`src/rtl/morse_uart_tx.sv`:
```
// Buffers letters captured from the Morse decoder's done edge and sends them
// out as 8N1 UART frames, LSB first; also holds the last accepted letter for the LEDs.
module morse_uart_tx #(
    parameter int CLKS_PER_BIT = 1085,
    parameter int FIFO_DEPTH   = 8
) (
    input  logic                          clk,
    input  logic                          reset_n,
    input  logic [7:0]                    letter,
    input  logic                          done,
    output logic                          tx,
    output logic                          busy,
    output logic [$clog2(FIFO_DEPTH):0]   fifo_count,
    output logic                          overflow,
    output logic [7:0]                    last_letter
);

    localparam int AW = $clog2(FIFO_DEPTH);
    localparam int BW = (CLKS_PER_BIT > 1) ? $clog2(CLKS_PER_BIT) : 1;
    localparam logic [BW-1:0] BAUD_LAST = BW'(CLKS_PER_BIT - 1);
    localparam logic [AW:0]   COUNT_FULL = (AW+1)'(FIFO_DEPTH);

    typedef enum logic [1:0] {IDLE, START, DATA, STOP} state_e;

    state_e          state_q, state_d;
    logic [BW-1:0]   baud_q, baud_d;
    logic [2:0]      bit_q, bit_d;
    logic [7:0]      shift_q, shift_d;
    logic [AW-1:0]   head_q, head_d;
    logic [AW-1:0]   tail_q, tail_d;
    logic [AW:0]     count_q, count_d;
    logic            done_q;
    logic            overflow_q, overflow_d;
    logic [7:0]      last_q, last_d;
    logic            tx_q, tx_d;
    logic            busy_q, busy_d;

    logic [7:0]      mem [FIFO_DEPTH];
    logic            capture, pop, push;

    // A full FIFO still accepts a letter when the head leaves on the same edge.
    assign capture = done & ~done_q;
    assign pop     = (state_q == IDLE) && (count_q != '0);
    assign push    = capture && ((count_q != COUNT_FULL) || pop);

    always_comb begin
        // NOTE: every signal gets a default here so no path leaves one unassigned and infers a latch.
        state_d    = state_q;
        baud_d     = baud_q;
        bit_d      = bit_q;
        shift_d    = shift_q;
        head_d     = head_q;
        tail_d     = tail_q;
        count_d    = count_q;
        overflow_d = overflow_q;
        last_d     = last_q;

        if (push) begin
            tail_d = tail_q + AW'(1);
            last_d = letter;
        end
        if (capture && !push) overflow_d = 1'b1;
        if (pop) head_d = head_q + AW'(1);

        case ({push, pop})
            2'b10:   count_d = count_q + (AW+1)'(1);
            2'b01:   count_d = count_q - (AW+1)'(1);
            default: count_d = count_q;
        endcase

        case (state_q)
            IDLE: begin
                if (pop) begin
                    shift_d = mem[head_q];
                    baud_d  = '0;
                    state_d = START;
                end
            end
            START: begin
                if (baud_q == BAUD_LAST) begin
                    baud_d  = '0;
                    bit_d   = '0;
                    state_d = DATA;
                end else begin
                    baud_d = baud_q + BW'(1);
                end
            end
            DATA: begin
                if (baud_q == BAUD_LAST) begin
                    baud_d  = '0;
                    shift_d = {1'b0, shift_q[7:1]};
                    if (bit_q == 3'd7) state_d = STOP;
                    else               bit_d   = bit_q + 3'd1;
                end else begin
                    baud_d = baud_q + BW'(1);
                end
            end
            STOP: begin
                if (baud_q == BAUD_LAST) begin
                    baud_d  = '0;
                    state_d = IDLE;
                end else begin
                    baud_d = baud_q + BW'(1);
                end
            end
            default: state_d = IDLE;
        endcase

        // Outputs are registered from the next state so tx and busy line up with it.
        case (state_d)
            START:   tx_d = 1'b0;
            DATA:    tx_d = shift_d[0];
            default: tx_d = 1'b1;
        endcase
        busy_d = (state_d != IDLE);
    end

    always_ff @(posedge clk or negedge reset_n) begin
        // NOTE: state is updated with non-blocking assignments so every flop sees pre-edge values.
        if (!reset_n) begin
            state_q    <= IDLE;
            baud_q     <= '0;
            bit_q      <= '0;
            shift_q    <= '0;
            head_q     <= '0;
            tail_q     <= '0;
            count_q    <= '0;
            done_q     <= 1'b0;
            overflow_q <= 1'b0;
            last_q     <= 8'h00;
            tx_q       <= 1'b1;
            busy_q     <= 1'b0;
        end else begin
            state_q    <= state_d;
            baud_q     <= baud_d;
            bit_q      <= bit_d;
            shift_q    <= shift_d;
            head_q     <= head_d;
            tail_q     <= tail_d;
            count_q    <= count_d;
            done_q     <= done;
            overflow_q <= overflow_d;
            last_q     <= last_d;
            tx_q       <= tx_d;
            busy_q     <= busy_d;
        end
    end

    // NOTE: the letter store has no reset; a zero count makes stale entries unreachable.
    always_ff @(posedge clk) begin
        if (push) mem[tail_q] <= letter;
    end

    assign tx          = tx_q;
    assign busy        = busy_q;
    assign fifo_count  = count_q;
    assign overflow    = overflow_q;
    assign last_letter = last_q;

endmodule

```
`config.mk`:
```
export PLATFORM = sky130hd
export DESIGN_NAME = morse_uart_tx
export DESIGN_NICKNAME = d
export VERILOG_FILES = /design/src/rtl/morse_uart_tx.sv
export SDC_FILE = /design/constraint.sdc
export NUM_CORES = 1
export LEC_CHECK = 0
export BUFFER_PORTS_ARGS = -buffer_cell sky130_fd_sc_hd__buf_2
export CAP_MARGIN = 20
export CORE_MARGIN = 2
export CORE_UTILIZATION = 54
export DETAILED_ROUTE_END_ITERATION = 8
export PLACE_DENSITY = 0.83
export SKIP_LAST_GASP = 1
export SYNTH_ARGS = -nofsm -noshare
export SYNTH_HDL_FRONTEND = slang
export SYNTH_SLANG_ARGS = --single-unit
```
`constraint.sdc`:
```
create_clock -name clk -period 2.4 [get_ports clk]
set_clock_uncertainty 0.05 [all_clocks]
set_input_delay 0 -clock clk [delete_from_list [all_inputs] [get_ports clk]]
set_output_delay 0 -clock clk [all_outputs]
set_load 0.005 [all_outputs]
```
==> results by group <==
Logic synthesis
  • Sequential area share after synthesis: 0.663
  • Number of synthesized register bits: 110
  • Syn Nets: 350
  • Post-synth top area cell: edfxtp_1
  • Cell variety after synth: 47
  • Gate count after technology mapping: 330
  • Synth top area share: 0.414
  • Post-synth EDFFs: 64
  • Most instantiated cells after synthesis: 64 x edfxtp_1, 53 x nand2_1, 45 x dfrtp_1
  • Warnings from Yosys: 0
  • Most used DFF post-synth: edfxtp_1
  • Cell Area, Synth: around 4600 um^2
  • Top cells by area, synth: edfxtp_1 41%, dfrtp_1 24%, mux4_2 7.8%
  • Share of flip-flops with an asynchronous set or reset: 0.418
  • Syn avg cell area: between 10 and 15 um^2
  • Cell with the most instances after synthesis: edfxtp_1

Worst setup path
  • CP max stage delay: about 0.58 ns
  • Worst Path Arrival: around 2.5 ns
  • Slowest-stage cell, CP: or4_1
  • CP endpoint kind: flip-flop
  • CP bufs+invs: 0
  • Worst Setup Start Kind: flip-flop
  • Setup CP Type: reg2reg
  • Worst-path fanout max: 4
  • Top Family by Delay on Critical Path: simple AND/OR/NAND/NOR gates
  • CP Cell Sequence: or4_1 > nand2_1 > nor2_1 > ha_1 > a21o_1 > a21oi_2 > nor3_1 > a21oi_1 > xnor2_1
  • Required time worst endpoint: about 2.7 ns

Clock network
  • CTS buffer count: 9
  • Clock sinks: 110
  • Max Root-Sink Buffers: 2
  • CTS tree: yes
  • Post-CTS Setup Bufs: 0
  • Clock slew at reported path FFs: 0.12 ns
  • H-tree Lvls: 3
  • Root buffer cell: clkbuf_8
  • Clock latency on the worst-skew pair: 0.38 ns

Route
  • Routed via count: about 2800
  • Avg WL per Cell: approximately 17 um
  • Residual DRC count: 0
  • Pre-antenna DRT Iters: 4
  • WL final: about 8500 um
  • DR iter-0 viols: between 100 and 150
  • Via density: 5.74
  • Final ANT Viol Nets: 0

Power
  • Clock power frac: 0.224
  • Internal power: between 0.003 and 0.004 W
  • Power share of the sequential group: 0.512
  • Comb pwr share: 0.264
  • Pwr Density: around 950 nW/um^2
  • Sw frac: 0.319
  • Psw: approximately 0.0016 W
  • Leak pwr: between 2 and 2.5 nW
  • Peak VDD IR: 0.511 mV

Placed design
  • Final Wtd Congestion: between 0.7 and 0.8
  • Number of I/O port buffers: 25
  • Dpl hpwl: 5720 um
  • Placed Area: between 4000 and 5000 um^2
  • Post-Place Cells: 467

Cells and area
  • Filler-free cell count of the finished design: between 400 and 500
  • Filler instances: approximately 560
  • Post-route cell area: ~5300 um^2
  • Fin nets: 404
  • Diode count: 0
  • Area Overhead vs Synth: 15.0%
  • Layout cells sized above 1: 0.231

Floorplanning
  • Die W: 96.7 um
  • Std-Cell Rows: 33
  • Initial core utilization: 0.562
  • Die footprint: just over 9000 um^2
  • Core area: a little over 8000 um^2
  • Boundary Pins: 26
  • Die H: 96.7 um

Global route
  • First-pass GRT wire length: ~14000 um
  • GRT overflow: 0
  • Vias in the first global route: just under 3000
  • Initial antenna violation count: 0
  • Tot GR Track Use: 0.190
  • Largest net degree at the start of global routing: 47

Timing
  • Setup violators final: 0
  • Unrepaired setup endpoints after global routing: no
  • Fmax achieved: between 400 and 500 MHz
  • Fin crit share: 0.950
  • Post-layout min period: between 2 and 2.5 ns
  • Setup TNS: 0 ns
  • Fin. Hold Viols: 0
  • Max-slew violation count: 0
  • Max_slew headroom: 0.593
  • Worst-margin pin slew: 0.609 ns

Worst hold path
  • Hold Crit Class: in2async

Flow run
  • Max_cap viols: 0

Outcome
  • Outcome: completed
-- power by group through the flow --
stage | combinational, W | clock [W] | sequential [W]
floorplan | 0.000965 | 0 | 0.00254
global placement | 0.00126 | 0 | 0.00259
detailed placement | 0.00132 | 0 | 0.00262
CTS | 0.00134 | 0.00115 | 0.00258
global route | 0.00148 | 0.00122 | 0.00262
finish | 0.00133 | 0.00113 | 0.00258
-- stage by stage --
| stage | setup slack (ns) | total power, W | utilization | hold slack, ns |
|---|---|---|---|---|
| 5_1_grt | 0.0179 | 0.00532 | 0.646 | 0.133 |
| 6_report | 0.120 | 0.00504 | 0.646 | 0.0654 |
| 2_1_floorplan | -0.255 | 0.00351 | - | -0.346 |
| 4_1_cts | 0.105 | 0.00507 | 0.643 | 0.216 |
| 3_3_place_gp | 0.224 | 0.00386 | 0.605 | 0.0781 |
| 3_5_place_dp | 0.134 | 0.00394 | 0.605 | 0.0884 |
-- cell type report --
cell class / count / area [um^2] / area share
flip-flops and latches: 110 / 3070 / 0.576
multi-input cells: 202 / 1500 / 0.281
inverters: 5 / 18.8 / 0.00352
repair buffers: 56 / 395 / 0.0741
clock inverters: 7 / 90.1 / 0.0169
clock buffers: 9 / 124 / 0.0232
well taps: 105 / 131 / 0.0246
-- final timing paths --
kind	from	to	slack (ns)	cells after the start
max in group asynchronous	reset_n	tx	1.65	3
worst min-delay path	reset_n	baud_q[7]	0.07	2
worst max-delay path	fifo_count[0]	fifo_count[3]	0.12	9
min in group clk	done	done_q	0.24	2
worst max register to register	fifo_count[0]	fifo_count[3]	0.12	9
worst min register to register	overflow	overflow	0.43	1
-- metal layers --
layer / track usage / vias up / routed length (um)
li1: - / 1331 / -
met1: 0.236 / 1452 / 3590
met2: 0.340 / 46 / 4620
met3: 0.0405 / 7 / 229
met4: 0.0466 / 0 / 80
met5: 0 / - / 0
-- state kept, by name, indices dropped and copies added, names as in the netlist --
signal,flops
mem,64
state_q,2
overflow,1
fifo_count,4
tx,1
shift_q,8
baud_q,11
busy,1
bit_q,3
head_q,3
tail_q,3
last_letter,8
done_q,1
-- cell families after synthesis --
family | Yosys count | share of synthesized area
AO/OA/AOI/OAI | 53 | 0.0699
XOR/XNOR | 8 | 0.0151
adder cells (fa/ha/maj) | 9 | 0.0259
buffers and inverters | 18 | 0.0154
flip-flops | 110 | 0.663
multiplexers | 27 | 0.102
AND/OR/NAND/NOR | 105 | 0.109
-- cell usage in the layout, fill, tap and decap left out, types with 2 or more instances in the layout --
master,instances
edfxtp_1,64
mux2i_1,10
a22oi_1,6
clkbuf_8,9
nand2b_1,4
clkinv_8,3
and2_1,2
nor3_2,2
nor4b_1,2
dfrtp_1,45
inv_1,5
buf_4,20
buf_2,25
nand3_1,7
a31oi_1,5
o21ai_0,31
nand4_1,2
dlygate4sd3_1,10
nor3b_1,2
a21oi_2,2
xnor2_1,7
nor3_1,4
nor2_1,17
mux4_2,16
nand2_1,53
ha_1,8
-- timing repair --
item,CTS,global route
gates resized for setup,0,1
hold buffers,10,0
setup endpoints to repair,0,1
endpoints found under the hold margin,118,0
Note: power is estimated with default switching activity, not from simulation.
